$ cat src/rtl/lif_neuron_update.sv
// lif_neuron_update
// Leaky integrate-and-fire membrane stage. Consumes P synaptic current lanes
// per beat and updates the matching neurons' signed membrane potentials
// (leak, integrate, saturate, threshold/reset). After NNEU/P beats it presents
// the timestep's spike bitmap and waits for the downstream handshake.
//
// Ports:
//   clk, rst_n        clock, asynchronous active-low reset
//   syn_ipt           P lanes of signed MWID-bit current, lane j -> neuron base+j
//   syn_ipt_valid     input beat valid
//   syn_ipt_ready     registered; stage accepts a beat
//   v_clr             synchronous clear of membranes and step progress
//   spike_opt         NNEU-bit spike bitmap of the finished timestep
//   spike_opt_valid   registered; spike_opt holds a finished timestep
//   spike_opt_ready   downstream accepts spike_opt
module lif_neuron_update #(
    parameter int unsigned P          = 1,
    parameter int unsigned MWID       = 16,
    parameter int unsigned VWID       = 16,
    parameter int unsigned NNEU       = 32,
    parameter int unsigned LEAK_SHIFT = 4,
    parameter int          VTH        = 1024,
    parameter int          VRST       = 0
) (
    input  logic              clk,
    input  logic              rst_n,
    input  logic [P*MWID-1:0] syn_ipt,
    input  logic              syn_ipt_valid,
    output logic              syn_ipt_ready,
    input  logic              v_clr,
    output logic [NNEU-1:0]   spike_opt,
    output logic              spike_opt_valid,
    input  logic              spike_opt_ready
);

    localparam int unsigned BW = (NNEU > 1) ? $clog2(NNEU) : 1;
    localparam int unsigned SW = VWID + 2;

    localparam logic [BW-1:0]          LAST_BASE = BW'(NNEU - P);
    localparam logic [BW-1:0]          BASE_STEP = BW'(P);
    localparam logic signed [VWID-1:0] VTH_V     = VWID'(VTH);
    localparam logic signed [VWID-1:0] VRST_V    = VWID'(VRST);
    localparam logic signed [SW-1:0]   SMAX      = {3'b000, {(VWID-1){1'b1}}};
    localparam logic signed [SW-1:0]   SMIN      = {3'b111, {(VWID-1){1'b0}}};

    typedef enum logic [0:0] {
        ACC = 1'b0,
        OUT = 1'b1
    } state_t;

    state_t                  state;
    state_t                  state_n;
    logic [BW-1:0]           base;
    logic signed [VWID-1:0]  v [NNEU];
    logic [NNEU-1:0]         work;
    logic [NNEU-1:0]         work_n;
    logic signed [VWID-1:0]  lane_v [P];
    logic [P-1:0]            lane_spk;
    logic                    accept;
    logic                    last_beat;

    // v_clr discards any beat handshaking in the same cycle
    assign accept    = syn_ipt_valid && syn_ipt_ready && !v_clr;
    assign last_beat = accept && (base == LAST_BASE);

    // Per-lane membrane update: leak, integrate, saturate, threshold
    for (genvar j = 0; j < P; j++) begin : g_lane
        logic [BW-1:0]          idx;
        logic signed [VWID-1:0] vcur;
        logic signed [MWID-1:0] cur;
        logic signed [SW-1:0]   vl;
        logic signed [SW-1:0]   s;
        logic signed [SW-1:0]   s_sat;

        assign idx  = base + BW'(j);
        assign vcur = v[idx];
        assign cur  = syn_ipt[j*MWID +: MWID];
        // Arithmetic shift rounds toward -inf, so leak never overshoots zero
        assign vl   = SW'(vcur) - SW'(vcur >>> LEAK_SHIFT);
        assign s    = vl + SW'(cur);

        always_comb begin
            s_sat = s;
            if (s > SMAX) begin
                s_sat = SMAX;
            end else if (s < SMIN) begin
                s_sat = SMIN;
            end
        end

        assign lane_spk[j] = (s_sat >= SW'(VTH_V));
        assign lane_v[j]   = lane_spk[j] ? VRST_V : VWID'(s_sat);
    end

    // Membrane storage: a neuron is written only when its lane block is current
    always_ff @(posedge clk or negedge rst_n) begin
        if (!rst_n) begin
            for (int i = 0; i < NNEU; i++) begin
                v[i] <= '0;
            end
        end else if (v_clr) begin
            for (int i = 0; i < NNEU; i++) begin
                v[i] <= '0;
            end
        end else if (accept) begin
            for (int i = 0; i < NNEU; i++) begin
                if (base == BW'(i - (i % P))) begin
                    v[i] <= lane_v[i % P];
                end
            end
        end
    end

    // Working spike bits with the current beat merged in
    always_comb begin
        work_n = work;
        if (accept) begin
            work_n[base +: P] = lane_spk;
        end
    end

    // Working register, beat base and published spike vector
    always_ff @(posedge clk or negedge rst_n) begin
        if (!rst_n) begin
            work      <= '0;
            base      <= '0;
            spike_opt <= '0;
        end else if (v_clr) begin
            work      <= '0;
            base      <= '0;
        end else begin
            work <= work_n;
            if (accept) begin
                base <= last_beat ? '0 : base + BASE_STEP;
            end
            if (last_beat) begin
                spike_opt <= work_n;
            end
        end
    end

    // Next-state logic
    always_comb begin
        state_n = state;
        case (state)
            ACC: begin
                if (last_beat) begin
                    state_n = OUT;
                end
            end
            OUT: begin
                if (spike_opt_valid && spike_opt_ready) begin
                    state_n = ACC;
                end
            end
            default: begin
                state_n = ACC;
            end
        endcase
        if (v_clr) begin
            state_n = ACC;
        end
    end

    // State register and handshake outputs, registered from the next state
    always_ff @(posedge clk or negedge rst_n) begin
        if (!rst_n) begin
            state           <= ACC;
            syn_ipt_ready   <= 1'b0;
            spike_opt_valid <= 1'b0;
        end else begin
            state           <= state_n;
            syn_ipt_ready   <= (state_n == ACC);
            spike_opt_valid <= (state_n == OUT);
        end
    end

endmodule

$ cat config.mk
export PLATFORM = sky130hd
export DESIGN_NAME = lif_neuron_update
export DESIGN_NICKNAME = d
export VERILOG_FILES = /design/src/rtl/lif_neuron_update.sv
export SDC_FILE = /design/constraint.sdc
export NUM_CORES = 1
export LEC_CHECK = 0
export BUFFER_PORTS_ARGS = -buffer_cell sky130_fd_sc_hd__clkbuf_2
export CORE_MARGIN = 5
export CORE_UTILIZATION = 65
export CTS_CLUSTER_SIZE = 14
export DETAILED_ROUTE_END_ITERATION = 8
export PLACE_DENSITY = 0.8
export SKIP_LAST_GASP = 1
export SLEW_MARGIN = 5
export SYNTH_ARGS = -nofsm -noshare
export SYNTH_HDL_FRONTEND = slang
export SYNTH_SLANG_ARGS = --single-unit
$ cat constraint.sdc
create_clock -name clk -period 11.4 [get_ports clk]
set_clock_uncertainty 0.15 [all_clocks]
set_input_delay 1.71 -clock clk [delete_from_list [all_inputs] [get_ports clk]]
set_output_delay 1.71 -clock clk [all_outputs]
set_load 0.02 [all_outputs]
* Word-level counts from Yosys, hierarchy flattened *
Cells that the tools add are included.

operators by class
  shifts and indexed selects = 2
  reductions and logical operators = 72
  order comparisons = 4
  $add $sub $neg = 4
  multiplexer cells = 50
  bitwise gates (word level) = 4
  equal/unequal tests = 31

operator list
  cell                    number
  $mux 512                2
  $mux 16                 35
  $bmux 16 s5             1
  $eq 5x5->1 const B      16
  $reduce_and 2->1        33
  $reduce_bool 2->1       33
  $mux 32                 2
  $eq 5x4->1 const B      8
  $mux 18                 2
  $bwmux 32               1
  $shift 1x7->32 const A  1
  $shiftx 1x7->32         1
  $eq 5x3->1 const B      4
  $add 17x16->18          1
  $ge 18x12->1 const B    1
  $gt 18x16->1 const B    1
  $lt 18x16->1 const B    1
  $sub 16x12->17          1
  $mux 5                  3
  $eq 5x2->1 const B      2
  $neg 5->7               1
  $ge 6x6->1 const B      1
  $not 5->6               1
  $add 5x1->5 const B     1
  other kinds (7)         14

word-level totals
  bits of input ports = 21
  register bits after elaboration = 583
  logic and storage cells = 204
  output and inout bits = 34

* Depth between registers and ports, before layout *
  depth in word-level cells = 14
  depth in mapped cells = 30
  depth with buffers taken out = 25

* Worst setup path after synthesis *
No wires, ideal clock.

  path type = register to register
  start = reg base[0]
  end = reg work[16]
  library setup time = 0.141 ns
  required time = 11.109 ns
  data arrival time = 6.897 ns
  clock period less this slack = 7.188 ns
  buffers on the path = 5
  setup slack = 4.212 ns
  stages on the path, launching flop included = 28
  cells stage by stage = dfrtp_1 -> clkbuf_1 -> buf_1 -> buf_2 -> mux4_2 -> mux4_2 -> mux2i_1 -> fa_1 -> inv_1 -> ha_1 -> a21o_1 -> and4_1 -> o211ai_1 -> nor2b_1 -> a21o_1 -> and3_1 -> nand3_1 -> ha_1 -> nor2_1 -> and3_1 -> a221o_1 -> a211oi_1 -> o211ai_1 -> o41a_4 -> nor2_4 -> buf_4 -> buf_2 -> a211oi_1

on the way
  cells in the longest elaborated chain, start to end = 14
  elaborated cells between the ends (all ways) = 17
  those cells by class = 3 x add/sub; 3 x order compare; 2 x shift; 8 x mux; 1 x bitwise

ends and longest elaborated chain
  item                                         line  text
  start: declaration                           53    logic [BW-1:0] base;
  start signal: assignment                     134   base <= last_beat ? '0 : base + BASE_STEP;
  $not 5->6 (implied by the code)              76    assign vcur = v[idx];
  $bmux 16 s5                                  76
  $mux 16 (implied by the code) (2 in series)  76
  $sub 16x12->17                               79    assign vl = SW'(vcur) - SW'(vcur >>> LEAK_SHIFT);
  $add 17x16->18                               80    assign s = vl + SW'(cur);
  $lt 18x16->1                                 86    end else if (s < SMIN) begin
  $mux 18                                      86
  $mux 18                                      84    if (s > SMAX) begin
  $ge 18x12->1                                 91    assign lane_spk[j] = (s_sat >= SW'(VTH_V));
  $shiftx 1x7->32                              118   work_n[base +: P] = lane_spk;
  $bwmux 32 *                                  118
  $mux 32 *                                    117   if (accept) begin
  $mux 32 *                                    128   end else if (v_clr) begin
  end signal: assignment                       132   work <= work_n;
  end: declaration                             55    logic [NNEU-1:0] work;

Every way passes the cells marked *; elsewhere a longest branch is shown, timed or not. The select of a mux whose other input is x is not followed.
A chain may end at the register's enable or synchronous reset.

* Worst setup path after layout *
  start = reg base[0]
  end = reg v[242] in the netlist's numbering

on the way
  cells in the longest elaborated chain, start to end = 14
  elaborated cells between the ends (all ways) = 18
  those cells by class = 2 x add/sub; 3 x order compare; 1 x eq/ne; 9 x mux; 1 x bitwise; 2 x reduce/logical

ends and longest elaborated chain
  item                                         line  text
  $not 5->6 (implied by the code)              76
  $bmux 16 s5                                  76
  $mux 16 (implied by the code) (2 in series)  76
  $sub 16x12->17                               79
  $add 17x16->18                               80
  $lt 18x16->1                                 86
  $mux 18                                      86
  $mux 18                                      84
  $ge 18x12->1                                 91
  $mux 16                                      92    assign lane_v[j] = lane_spk[j] ? VRST_V : VWID'(s_sat);
  $mux 16                                      107   if (base == BW'(i - (i % P))) begin
  $mux 512                                     105   end else if (accept) begin
  $mux 512                                     101   end else if (v_clr) begin
  end signal: indexed assignment               108   v[i] <= lane_v[i % P];
  end: declaration                             54    logic signed [VWID-1:0] v [NNEU];

Parallel ways exist; a longest one is shown, timed or not. The select of a mux whose other input is x is not followed.

==> impl_metrics.yaml <==
setup_path:
  worstPathCellList: "buf_4 -> mux4_2 -> mux4_2 -> mux2i_1 -> inv_1 -> fa_1 -> inv_1 -> ha_1 -> a21oi_1 -> o221ai_2 -> a21oi_1 -> a21o_1 -> and3_1 -> nand3_1 -> ha_2 -> nor2_1 -> and3_1 -> a221o_1 -> a211oi_1 -> o211ai_1 -> o41ai_2 -> nand2_1 -> o41ai_1"
  crit_arrival_ns: 9.51
  rrSetupSlack_ns: 2.25
  cp.required_ns: 11.76
  slowest_stage: "dfrtp_4"
  r2r_start: "base[0]"
  crit_family: "compound AO/OA/AOI/OAI gates"
  worst-setup-path-type: "reg -> reg"
  endpoint_kind: "flop"
  critical_path_buf_inv_count: 3
  worst-path-max-fanout: 41
  reg2reg_depth: 23
  r2r-end: "v[242]"
  max_stage_delay_ns: 0.94
  setup.worst_path.start_class: "flop"
pwr:
  power.internal_w: 0.00398
  p_sw_w: 0.00330
  clock_power_share_pct: 28.6
  powerDensity_mw_per_mm2: 232
  p_leak_nw: 13.8
  netSwitchingFraction_pct: 45.3
  comb_power_share_pct: 42.2
  peakVddDrop_v: 0.000405
  seqPwrFrac_pct: 29.2
timing:
  setup_viol_count_final: 0
  fin_crit_sh_pct: 80.2
  rsz0062_at_grt: "no"
  max_freq_mhz: 109
  finalHoldViolCount: 0
  finalSetupTns_ns: 0
  fin_crit_ns: 9.15
  maxSlewViolCount: 0
  slew_headroom_pct: 1.57
  tightestPinTransition_ns: 1.47
floorplanning:
  coreArea_mm2: 0.0439
  dieArea_mm2: 0.0484
  rows: 77
  start_util_pct: 65.3
  die_width_um: 220
  die_y_um: 220
  io_pins: 55
synth:
  synthFlopType: "dfrtp_1"
  syn_area_per_cell_um2: 12.4
  ys_ff_latch: 583
  async_flop_share_pct: 100
  syn-instance-count: 2310
  ys_types: 72
  ys_warn_count: 0
  synth_edf_count: 0
  ys_seq_area_share_pct: 50.9
  synth_fp_nets: 2376
  synth_area_mm2: 0.0287
clock_tree:
  postCtsHoldBufs: 0
  cts_max_level: 2
  path_clk_slew_ns: 0.07
  clkSinkCount: 583
  cts_setup_buffers: 0
  cts_buffer_depth: 3
  cts_buffers: 57
  cts.repair.resized: 0
  cts_tree: "built"
  root_buffer: "clkbuf_16"
  clock_latency_ns: 0.64
final_layout:
  area_growth_pct: 9.74
  mostFrequentLayoutCell: "dfrtp_1"
  nFillCells: 2826
  multiInputGateArea_mm2: 0.0130
  nets: 2325
  drive_gt1_share_pct: 19.3
  stdcell_count: 2896
  final_cell_mix: "dfrtp_1, a32o_1, nand2_1"
  regArea_mm2: 0.0146
global_route:
  grt_pass1_wl_um: 135000
  antenna_found_initial: 3
  grt.overflow.total: 0
  grt_max_degree: 198
  grt_pass1_vias: 22400
  track_usage_pct: 36.5
place:
  port_buffers: 54
  dp_cells: 2792
  gp_congestion: 0.992
  hpwl_um: 56200
route:
  ant_nets: 0
  drtIter0Drc: 4060
  first_pass_iters: 6
  vias_per_cell: 7.82
  wl_per_cell_um: 30.2
  finalWirelength_um: 87600
  drc: 0
  vias: 22600
worst_hold_path:
  holdPathEnd: "v[282]"
  hp-class: "reg -> reg"
  min_path_cells: 2
  hp-start: "v[282]"
flow_run:
  maxCapViolations: 1
outcome:
  violations: "max-capacitance violations"
  status: "finished, violations left"
-- metrics by stage --
step | worst slack [ns] | cell area, µm² | total power [W] | util [%] | hold slack [ns]
global placement | 2.67 | 29400 | 0.00498 | 66.9 | 0.307
CTS | 2.40 | 31500 | 0.00716 | 71.6 | 0.329
global route | 1.74 | 31500 | 0.00747 | 71.6 | 0.348
finish | 2.25 | 31500 | 0.00729 | 71.6 | 0.329
floorplan | 4.21 | 28700 | 0.00411 | - | 0.295
detailed placement | 2.41 | 29400 | 0.00507 | 66.9 | 0.316
-- synthesized netlist by cell type, types with 10 or more instances --
master | count | area (µm²)
mux4_2 | 160 | 3600
a32o_1 | 297 | 2970
o21ai_2 | 23 | 201
nand2_1 | 170 | 638
nor2_1 | 102 | 383
o31ai_1 | 43 | 323
nor3_1 | 30 | 150
clkbuf_1 | 151 | 567
buf_1 | 22 | 82.6
and2_1 | 20 | 125
buf_4 | 22 | 165
o21ai_0 | 26 | 130
a31oi_1 | 17 | 106
nand3_1 | 75 | 375
and3_1 | 38 | 238
a21oi_1 | 87 | 435
ha_1 | 30 | 375
nor2b_1 | 13 | 81.3
fa_1 | 15 | 300
o21ai_1 | 24 | 120
a211oi_1 | 10 | 75.1
a22o_1 | 134 | 1170
dfrtp_1 | 583 | 14600
inv_1 | 69 | 259
buf_2 | 23 | 115
-- power by group through the flow --
stage	Sequential [W]	Combinational [W]	Clock (W)
5_1_grt	0.00213	0.00316	0.00218
2_1_floorplan	0.00214	0.00197	0
4_1_cts	0.00213	0.00294	0.00209
3_5_place_dp	0.00216	0.00291	0
3_3_place_gp	0.00216	0.00281	0
6_report	0.00213	0.00307	0.00209
-- layout make-up --
cell class              count  share of cell area, %
diodes                      1                0.00795
clock buffers              77                   5.16
flip-flops and latches    583                   46.4
multi-input cells        1431                   41.3
inverters                  70                  0.835
repair buffers            116                   2.58
clock inverters            26                   1.40
well taps                 592                   2.35
-- worst register-to-register path, delay by kind of cell (launching register included) --
kind / cells / cell delay [ns]
compound gates: 9 / 2.74
mux: 3 / 1.57
fa+ha+maj: 3 / 1.29
simple gates: 5 / 1.29
buf+inv: 3 / 1.06
flops: 1 / 0.94
-- per-layer routing --
layer  track usage (%)  up-vias  wire (µm)  part of all wire, %
met5                 0        -         27                0.031
met4              17.9        4       5260                  6.0
met3              10.9      368      11400                   13
met2              54.9     1824      39800                   45
met1              49.4    11500      31100                   35
li1                  -     8929          -                    -
-- kinds of logic after synthesis --
| family | synth area share, % |
|---|---|
| compound gates | 20.9 |
| xor+xnor | 0.519 |
| fa+ha+maj | 2.36 |
| buf+inv | 4.47 |
| flops | 50.9 |
| mux | 12.9 |
| simple gates | 7.99 |
-- sequential cells by signal, summed over array words and instances, names as in the netlist --
signal and count:
syn_ipt_ready 1, v 512, work 32, state 1, base 5, spike_opt 32
-- how the worst max path moves through the flow --
stage	startpoint	end	slack, ns	cells after the start
final	base[0]	v[242]	2.25	23
after global routing	base[0]	v[257]	1.74	23
after CTS	base[0]	v[242]	2.40	23
after detailed placement	base[0]	v[258]	2.41	23
after global placement	base[0]	v[36]	2.67	24
after floorplan	base[0]	work[16]	4.21	27
Power figures use the tool's default switching activity.
